`src/rtl/rgb_pwm_dimmer.sv`:
```
// rgb_pwm_dimmer: PWM brightness stage for one RGB traffic-light head.
//
// The colour (r_in/g_in/b_in) and the brightness (bright) are sampled only at a PWM period
// boundary. The new values take effect from cnt = 0, so no runt pulses appear on the pins.
//
// Optional feature, macro PWM_FADE_EN:
//   defined   - every colour change restarts at level 0 and ramps up by FADE_STEP per period.
//   undefined - a colour change jumps straight to the requested level; fade_busy is tied 0.
//
// Parameters:
//   PWM_W      PWM counter width; period = 2**PWM_W en ticks
//   FADE_STEP  level increment per PWM period while fading (nonzero)
// Ports:
//   clk        system clock
//   rstn       synchronous reset, active-low
//   en         PWM tick strobe; gates all counter and level updates
//   r_in/g_in/b_in  requested colour from the colour decoder
//   bright     target duty level (0 = dark)
//   r_out/g_out/b_out  registered PWM-dimmed LED pins
//   fade_busy  high while a fade-in is in progress
module rgb_pwm_dimmer #(
  parameter int unsigned PWM_W     = 8,
  parameter int unsigned FADE_STEP = 16
) (
  input  logic             clk,
  input  logic             rstn,
  input  logic             en,
  input  logic             r_in,
  input  logic             g_in,
  input  logic             b_in,
  input  logic [PWM_W-1:0] bright,
  output logic             r_out,
  output logic             g_out,
  output logic             b_out,
  output logic             fade_busy
);

  typedef enum logic [1:0] {StOff, StFade, StSteady} state_e;

  state_e           state_q, state_d;
  logic [PWM_W-1:0] cnt_q;
  logic [PWM_W-1:0] level_q, level_d;
  logic [PWM_W-1:0] tgt_q;
  logic [2:0]       rgb_q;
  logic [2:0]       nrgb;
  logic             bnd;
  logic             pwm_on;
  logic [PWM_W:0]   ramp_sum;
  logic [PWM_W:0]   ramp_min;

  assign nrgb   = {r_in, g_in, b_in};
  assign bnd    = en & (cnt_q == {PWM_W{1'b1}});
  assign pwm_on = (cnt_q < level_q);

  always_comb begin
    state_d  = state_q;
    level_d  = level_q;
    // One extra bit so the ramp saturates at the target instead of wrapping.
    ramp_sum = {1'b0, level_q} + (PWM_W + 1)'(FADE_STEP);
    ramp_min = (ramp_sum < {1'b0, bright}) ? ramp_sum : {1'b0, bright};

    if (bnd) begin
      if ((bright == '0) || (nrgb == 3'b000)) begin
        state_d = StOff;
        level_d = '0;
      end else if (nrgb != rgb_q) begin
`ifdef PWM_FADE_EN
        state_d = StFade;
        level_d = '0;
`else
        state_d = StSteady;
        level_d = bright;
`endif
      end else begin
        unique case (state_q)
          // A target below the current level also lands here: min() picks it and we settle.
          StFade: begin
            level_d = ramp_min[PWM_W-1:0];
            state_d = (ramp_min == {1'b0, bright}) ? StSteady : StFade;
          end
          // In steady state level equals the last target, so only a new target moves it.
          StSteady: begin
            level_d = (bright != tgt_q) ? bright : level_q;
          end
          // Dark with the colour unchanged: brightness comes back without a fade.
          default: begin
            state_d = StSteady;
            level_d = bright;
          end
        endcase
      end
    end
  end

  always_ff @(posedge clk) begin
    if (!rstn) begin
      cnt_q   <= '0;
      level_q <= '0;
      tgt_q   <= '0;
      rgb_q   <= '0;
      state_q <= StOff;
      r_out   <= 1'b0;
      g_out   <= 1'b0;
      b_out   <= 1'b0;
    end else begin
      if (en) begin
        cnt_q <= cnt_q + 1'b1;
      end
      level_q <= level_d;
      state_q <= state_d;
      if (bnd) begin
        rgb_q <= nrgb;
        tgt_q <= bright;
      end
      r_out <= rgb_q[2] & pwm_on;
      g_out <= rgb_q[1] & pwm_on;
      b_out <= rgb_q[0] & pwm_on;
    end
  end

`ifdef PWM_FADE_EN
  assign fade_busy = (state_q == StFade);
`else
  assign fade_busy = 1'b0;
`endif

endmodule

```
`config.mk`:
```
export PLATFORM = sky130hd
export DESIGN_NAME = rgb_pwm_dimmer
export DESIGN_NICKNAME = d
export VERILOG_FILES = /design/src/rtl/rgb_pwm_dimmer.sv
export SDC_FILE = /design/constraint.sdc
export NUM_CORES = 1
export LEC_CHECK = 0
export CAP_MARGIN = 20
export CORE_MARGIN = 4
export CORE_UTILIZATION = 30
export CTS_BUF_LIST = sky130_fd_sc_hd__clkbuf_4 sky130_fd_sc_hd__clkbuf_8
export CTS_CLUSTER_SIZE = 10
export DETAILED_ROUTE_END_ITERATION = 7
export PLACE_DENSITY = 0.45
export SKIP_CTS_REPAIR_TIMING = 1
export SLEW_MARGIN = 15
export SYNTH_ARGS = -nofsm -noshare
export SYNTH_HDL_FRONTEND = slang
export SYNTH_SLANG_ARGS = --single-unit
export TNS_END_PERCENT = 1
```
`constraint.sdc`:
```
create_clock -name clk -period 6.9 [get_ports clk]
set_clock_uncertainty 0.1 [all_clocks]
set_input_delay 1.38 -clock clk [delete_from_list [all_inputs] [get_ports clk]]
set_output_delay 1.38 -clock clk [all_outputs]
set_load 0.05 [all_outputs]
```
# After elaboration in Yosys (flattened, before gate mapping)
# Cells that the tools add are included.
# Widths: inputs -> output; s select.
[word_totals]
word_cells = 38
reg_bits = 32
input_bits = 14
out_inout_bits = 4
[classes]
muxes = 9
n_lt_le_gt_ge = 2
n_eq_ne = 8
n_addsub = 2
reduce_logical = 5
bitwise_logic = 4
[op_table]
columns = ["op", "count"]
rows = [
  ["$mux 8", 3],
  ["$pmux 8 s2", 1],
  ["$add 8x5->9 const B", 1],
  ["$eq 9x8->1", 1],
  ["$lt 9x8->1", 1],
  ["$mux 9", 1],
  ["$add 8x1->8 const B", 1],
  ["$eq 8x8->1 const B", 1],
  ["$logic_not 8->1", 1],
  ["$lt 8x8->1", 1],
  ["$ne 8x8->1", 1],
  ["$mux 2", 3],
  ["$and 1x1->1", 4],
  ["$ne 4x4->1 const B", 1],
  ["$pmux 2 s2", 1],
  ["$reduce_and 2->1", 2],
  ["$logic_not 3->1", 1],
  ["$ne 3x3->1", 1],
  ["$ne 3x3->1 const B", 1],
  ["$eq 2x1->1 const B", 1],
  ["$eq 2x2->1 const B", 1],
  ["$logic_or 1x1->1", 1],
]

# Logic depth before layout (Yosys ltp)
# Gate-level depths: netlist of run 1.
[depth]
word_depth = 8
depth_mapped = 10
ltp_nobuf = 9

# Worst setup path after synthesis of run 1
# OpenSTA, ideal clock, no wires.
[synth_path]
path_kind = "input -> register"
startpoint = "input bright[4]"
endpoint = "register level_q[7]"
arrival_time_ns = 2.827
n_path_buf = 2
t_required_ns = 6.675
setup_time_ns = 0.125
path_slack_ns = 3.848
path_stages = 9
cell_sequence = "buf_2 inv_1 ha_1 a21o_1 a21oi_1 and3_1 buf_2 mux2i_1 o22ai_2"
[synth_between]
elab_chain_cells = 5
word_cells_on_any_way = 10
cone_classes = "order compare (1); eq/ne (2); mux (4); reduce/logical (3)"
[synth_rtl]
columns = ["element", "line_no", "source"]
rows = [
  ["from (decl)", "31", "input logic [PWM_W-1:0] bright,"],
  ["$lt 9x8->1", "60", "ramp_min = (ramp_sum < {1'b0, bright}) ? ramp_sum : {1'b0, bright};"],
  ["$mux 9", "60", ""],
  ["$pmux 8 s2", "75", "unique case (state_q)"],
  ["$mux 8", "66", "end else if (nrgb != rgb_q) begin"],
  ["$mux 8", "63", "if ((bright == '0) || (nrgb == 3'b000)) begin"],
  ["to (signal assigned)", "109", "level_q <= level_d;"],
  ["to (decl)", "42", "logic [PWM_W-1:0] level_q, level_d;"],
]
# Parallel ways exist; a longest one is shown, timed or not.
# A chain may end at the register's enable or synchronous reset.

# Worst setup path in the final report of run 1
[layout_path]
startpoint = "input bright[7]"
endpoint = "register state_q[0]"
[layout_between]
elab_chain_cells = 7
word_cells_on_any_way = 11
cone_classes = "order compare (1); eq/ne (2); mux (5); reduce/logical (3)"
[layout_rtl]
columns = ["element", "line_no", "source"]
rows = [
  ["$lt 9x8->1", "60", ""],
  ["$mux 9", "60", ""],
  ["$eq 9x8->1", "79", "state_d = (ramp_min == {1'b0, bright}) ? StSteady : StFade;"],
  ["$mux 2", "79", ""],
  ["$pmux 2 s2", "75", ""],
  ["$mux 2", "66", ""],
  ["$mux 2", "63", ""],
  ["to (signal assigned)", "101", "state_q <= StOff;"],
  ["to (signal assigned)", "110", "state_q <= state_d;"],
  ["to (decl)", "40", "state_e state_q, state_d;"],
]
# Parallel ways exist; a longest one is shown, timed or not.

==> results.json, run 1 <==
{
  "status": "finished, final reports clean",
  "yosysUniqueCellTypes": 47,
  "ys_seq_elements": 32,
  "grt_pass1_wl_um": 8030,
  "max_freq_mhz": 281,
  "syn_avg_cell_area_um2": 8.66,
  "cts_tree": "yes",
  "drc": 0,
  "cts_buffers": 5,
  "p_leak_nw": 0.862,
  "finalHoldViolations": 0,
  "cts_max_level": 2,
  "routedWlPerCell_um": 14.5,
  "synth_fp_nets": 267,
  "start_util": 0.316,
  "dieArea_mm2": 0.00823,
  "grtUsageMet2": 0.194,
  "p_per_area_mw_per_mm2": 161,
  "place_congestion": 0.785,
  "irDropWorstVdd_v": 0.0000889,
  "start_kind": "primary input",
  "setup_tns_ns": 0,
  "port_buffers": 16,
  "core_area_mm2": 0.00649,
  "synth_area_mm2": 0.00205,
  "path_clk_slew_ns": 0.07,
  "synthFlopType": "dfxtp_1",
  "area_delta_synth_final_pct": 14.1,
  "ys_warn_count": 0,
  "num_vias": 1612,
  "fin_area_mm2": 0.00234,
  "grtUsageTotal": 0.121,
  "yosys.area_share.simple": 0.218,
  "grt_pass1_vias": 1592,
  "critPathRequiredTime_ns": 6.99,
  "slew_viol_final": 0,
  "drive_above_1_share": 0.0806,
  "grt_setup_unrepaired": "false",
  "p_total_uw": 377,
  "finalNetCount": 277,
  "clock-sinks": 32,
  "async_flop_share": 0,
  "ant_nets": 0,
  "dpl_cell_area_mm2": 0.00225,
  "stdcell_count": 325,
  "pre_cts_ws_ns": 3.04,
  "drt_iter0_markers": 95,
  "dr.pass1.iters": 4,
  "pin_count": 18,
  "grt_antenna_before_repair": 0,
  "routed_wl_um": 4700,
  "maxCapViolCount": 0,
  "cts.path.max_buffers": 2,
  "fin_crit_sh": 0.517,
  "yosysSeqAreaShare": 0.312,
  "synth_area_leaders": "dfxtp_1 31%, ha_1 9.8%, xnor2_1 8.1%",
  "busiest_layer": "met2",
  "grt_max_degree": 32,
  "tightest_slew_ns": 0.702,
  "synthAdderAreaFrac": 0.0976,
  "syn_inst": 237,
  "cp_max_fo": 5,
  "slew_headroom": 0.531,
  "timing.final.ws_setup_ns": 3.34,
  "gr-usage-met1": 0.162,
  "synth_top_family_by_area": "simple AND/OR/NAND/NOR gates",
  "dp_hpwl_um": 3550,
  "rows": 29,
  "die_h_um": 90.7,
  "synth_edf_count": 0,
  "grt_overflow": 0,
  "cts-root-buf": "clkbuf_8",
  "worstSkewPairLatency_ns": 0.28,
  "via_per_inst": 4.96,
  "num_antenna_cells": 0,
  "end_kind": "flop",
  "synth_compound_area_frac": 0.173,
  "post-route-min-period_ns": 3.56,
  "yosysTopAreaCell": "dfxtp_1",
  "cp.arrival_ns": 3.66,
  "synth_mux_area_frac": 0.0195,
  "synth-xor-area-share": 0.118,
  "critPathKind": "primary input to flop",
  "synth.top_cell.area_share": 0.312,
  "setup_viol": 0,
  "min_path_type": "flop to flop",
  "dpl.cell_count": 317,
  "dieWidth_um": 90.7,
  "met3_usage": 0.0258
}
## cells in the mapped netlist, types with 5 or more instances
cell type,count
dfxtp_1,32
nand2_1,30
xnor2_1,19
ha_1,16
inv_1,15
a21boi_0,13
nand3_1,9
buf_2,8
nand4_1,8
and2_1,6
a21oi_1,5
clkbuf_1,5
o21ai_0,5
xor2_1,5
## worst paths after layout
| path | startpoint | to | cells past startpoint | slack [ns] |
|---|---|---|---|---|
| worst max-delay path | bright[7] | state_q[0] | 8 | 3.34 |
| worst min-delay path | tgt_q[3] | tgt_q[3] | 2 | 0.38 |
| worst max register to register | level_q[4] | state_q[0] | 8 | 4.25 |
| worst min register to register | tgt_q[3] | tgt_q[3] | 2 | 0.38 |
## registers in the layout, summed over array words and instances (netlist names)
signal,cells
cnt_q,8
rgb_q,3
state_q,2
level_q,8
r_out,1
g_out,1
b_out,1
tgt_q,8
## layer usage
metal  wire, um  share of wire
met5          0              0
met4         60          0.013
met3        181          0.038
met2       2130           0.45
met1       2330           0.50
## worst max-delay path, cell delays in order
cell	delay, ns
clkdlybuf4s50_1	0.64
inv_1	0.12
ha_1	0.32
and3_1	0.19
a21oi_1	0.20
and3_1	0.38
o21ai_1	0.16
o31ai_1	0.27
## report_power, final
| part | switching (mW) | internal [mW] | total, mW | leakage, nW |
|---|---|---|---|---|
| combinational | 0.0211 | 0.0187 | 0.0397 | 0.553 |
| clock | 0.0702 | 0.0796 | 0.150 | 0.0510 |
| sequential | 0.00149 | 0.186 | 0.187 | 0.258 |
## cells by family after synthesis
kind of cell / after synthesis
other: 1
adder cells (fa/ha/maj): 16
XOR/XNOR: 26
buffers and inverters: 29
AND/OR/NAND/NOR: 81
flip-flops: 32
multiplexers: 4
AO/OA/AOI/OAI: 48
## stage by stage
stage	hold WS, ns	utilization
after global routing	0.406	0.361
after detailed placement	0.372	0.346
after global placement	0.367	0.346
after floorplan	0.356	-
after CTS	0.381	0.361
final	0.376	0.361
## area by class of cell
class                   instances  area [um2]
fillers                       670        4150
multi-input cells             176        1290
flip-flops and latches         32         641
repair buffers                 17         168
well taps                      77        96.3
clock buffers                   6        82.6
inverters                      15        56.3
clock inverters                 2        10.0
## cell usage in the layout, fill, tap and decap left out, types with 3 or more instances in the layout
master	synthesis	final
clkdlybuf4s50_1	0	16
o21ai_0	5	5
a21boi_0	13	13
nand4_1	8	8
ha_1	16	16
a21o_1	4	4
a22o_1	4	4
mux2i_1	4	4
xnor2_1	19	19
and3_1	4	4
nor2_1	4	4
and2_1	6	6
nand2_1	30	30
xor2_1	5	5
dfxtp_1	32	32
o21ai_1	3	3
nor2b_1	4	4
inv_1	15	15
nand3_1	9	9
clkbuf_8	0	6
a21oi_1	5	5
nor4bb_1	3	3
Power figures use the tool's default switching activity.
==> inputs of run 2 (changes only) <==
--- a/config.mk
+++ b/config.mk
@@ -11,7 +11,7 @@
 export CTS_BUF_LIST = sky130_fd_sc_hd__clkbuf_4 sky130_fd_sc_hd__clkbuf_8
 export CTS_CLUSTER_SIZE = 10
 export DETAILED_ROUTE_END_ITERATION = 7
-export PLACE_DENSITY = 0.45
+export PLACE_DENSITY = 0.47
 export SKIP_CTS_REPAIR_TIMING = 1
 export SLEW_MARGIN = 15
 export SYNTH_ARGS = -nofsm -noshare
==> constraint.sdc (replaced) <==
create_clock -name clk -period 3 [get_ports clk]
set_clock_uncertainty 0.1 [all_clocks]
set_input_delay 0.6 -clock clk [delete_from_list [all_inputs] [get_ports clk]]
set_output_delay 0.6 -clock clk [all_outputs]
set_load 0.05 [all_outputs]
==> run 2 against run 1 <==
Hold slack improved by 0.0015 ns. Sequential power rose by 130%. Wire length rose by 0.15%. Critical path type is now flop to flop. Largest cell class unchanged. Core utilization increased by 1.6 points. Via count rose by 2.0%. Worst setup slack lost 3.0 ns. Sequential share of layout area down 1.1 points.
==> results.json, run 2 (same netlist as run 1, synthesis figures left out) <==
{
  "timing.final.ws_setup_ns": 0.326,
  "cts.path.max_buffers": 2,
  "routedWlPerCell_um": 14.1,
  "end_kind": "flop",
  "routed_wl_um": 4710,
  "rows": 29,
  "start_util": 0.316,
  "core_area_mm2": 0.00649,
  "crit_family": "compound AO/OA/AOI/OAI gates",
  "hold_ws_ns": 0.377,
  "grt_antenna_before_repair": 0,
  "post-route-min-period_ns": 2.67,
  "pin_count": 18,
  "setup_tns_ns": 0,
  "area_delta_synth_final_pct": 19.1,
  "cp.arrival_ns": 2.75,
  "num_antenna_cells": 0,
  "grt_overflow": 0,
  "cts_max_level": 2,
  "crit_cells": 8,
  "cpMostUsedCell": "ha_1",
  "reg.largest.list": "cnt_q x8, level_q x8, tgt_q x8",
  "crit_slowest_cell": "dfxtp_1",
  "path_buf_inv": 0,
  "crit_start": "level_q[4]",
  "stdcell_count": 334,
  "r2r_end": "state_q[1]",
  "tightest_slew_ns": 0.497,
  "fillCellCount": 653,
  "start_kind": "flop",
  "dieWidth_um": 90.7,
  "grt_pass1_wl_um": 8180,
  "place_congestion": 0.834,
  "max_stage_delay_ns": 0.45,
  "p_per_area_mw_per_mm2": 405,
  "clock-sinks": 32,
  "layout_commonest_cell": "dfxtp_1",
  "slew_headroom": 0.668,
  "max_freq_mhz": 374,
  "multi_input_area_mm2": 0.00129,
  "ant_nets": 0,
  "irDropWorstVdd_v": 0.000166,
  "num_vias": 1644,
  "layout_common_cells": "32 x dfxtp_1, 30 x nand2_1, 19 x xnor2_1",
  "critPathRequiredTime_ns": 3.08,
  "worstSkewPairLatency_ns": 0.29,
  "grt_setup_unrepaired": "false",
  "dieArea_mm2": 0.00823,
  "grt_max_degree": 32,
  "grt_pass1_vias": 1656,
  "dr.pass1.iters": 4,
  "drt_iter0_markers": 78,
  "dp_hpwl_um": 3560,
  "cts_buffers": 5,
  "dpl.cell_count": 326,
  "pre_cts_ws_ns": 0.218,
  "slew_viol_final": 0,
  "cts-root-buf": "clkbuf_8",
  "cts_tree": "yes",
  "path_clk_slew_ns": 0.07,
  "crit_end": "state_q[1]",
  "via_per_inst": 4.92,
  "worstReg2RegStart": "level_q[4]",
  "drive_above_1_share": 0.113,
  "finalHoldViolations": 0,
  "cp_max_fo": 6,
  "port_buffers": 16,
  "seqCellArea_um2": 641,
  "min_path_type": "flop to flop",
  "p_leak_nw": 0.918,
  "drc": 0,
  "maxCapViolCount": 0,
  "fin_crit_sh": 0.891,
  "rrSetupSlack_ns": 0.33,
  "reg2regPathDepth": 8,
  "finalNetCount": 286,
  "status": "finished, final reports clean",
  "die_h_um": 90.7,
  "path_cells": "ha_1 > xor2_1 > ha_1 > a21o_1 > a21oi_1 > and3_1 > o21ai_1 > a32o_1",
  "critPathKind": "flop to flop",
  "grtUsageTotal": 0.123,
  "setup_viol": 0
}
## run 2: cell count changes in the layout (fill, tap and decap cells not counted), sizes merged
cell	delta
clkinv	-2
clkbuf	+1
buf	+9
bufinv	+1
## run 2: layer usage
layer | track usage | vias up | share of wire
met4 | 0.0446 | 0 | 0.017
li1 | - | 865 | -
met2 | 0.191 | 28 | 0.45
met5 | 0 | - | 0
met1 | 0.164 | 744 | 0.50
met3 | 0.0292 | 7 | 0.035
## run 2: area by class of cell
type / count / area share
repair buffers: 26 / 0.0963
multi-input cells: 176 / 0.527
clock buffers: 7 / 0.0394
well taps: 77 / 0.0394
clock inverters: 1 / 0.0123
flip-flops and latches: 32 / 0.262
inverters: 15 / 0.0230
## run 2: worst reg2reg max path, stage by stage (launching register included)
cell and delay, ns:
dfxtp_1 0.45, ha_1 0.27, xor2_1 0.31, ha_1 0.31
a21o_1 0.16, a21oi_1 0.23, and3_1 0.37, o21ai_1 0.14
a32o_1 0.23
## run 2: worst min path at each step
stage | from | to | cells past startpoint
after floorplan | tgt_q[0] | tgt_q[0] | 2
after global placement | tgt_q[6] | tgt_q[6] | 2
after detailed placement | tgt_q[4] | tgt_q[4] | 2
after CTS | tgt_q[5] | tgt_q[5] | 2
after global routing | tgt_q[1] | tgt_q[1] | 2
final | tgt_q[5] | tgt_q[5] | 2
## run 2: metrics by stage
step / total power [mW] / instance area [um2] / util
4_1_cts: 1.01 / 2440 / 0.376
2_1_floorplan: 0.499 / 2050 / -
6_report: 0.990 / 2440 / 0.376
3_5_place_dp: 0.538 / 2320 / 0.357
3_3_place_gp: 0.539 / 2320 / 0.357
5_1_grt: 1.04 / 2440 / 0.376
## run 2: where the power goes
group          internal (mW)  switching, mW
clock                  0.293          0.169
sequential             0.428        0.00330
combinational         0.0482         0.0483
total                  0.769          0.221
==> inputs of run 3 (changes only) <==
--- a/config.mk
+++ b/config.mk
@@ -9,6 +9,7 @@
 export CORE_MARGIN = 4
 export CORE_UTILIZATION = 30
 export CTS_BUF_LIST = sky130_fd_sc_hd__clkbuf_4 sky130_fd_sc_hd__clkbuf_8
+export CTS_CLUSTER_DIAMETER = 150
 export CTS_CLUSTER_SIZE = 10
 export DETAILED_ROUTE_END_ITERATION = 7
 export PLACE_DENSITY = 0.47
==> results of run 3 <==
The final DEF is identical to that of run 2; final timing and power are the same.
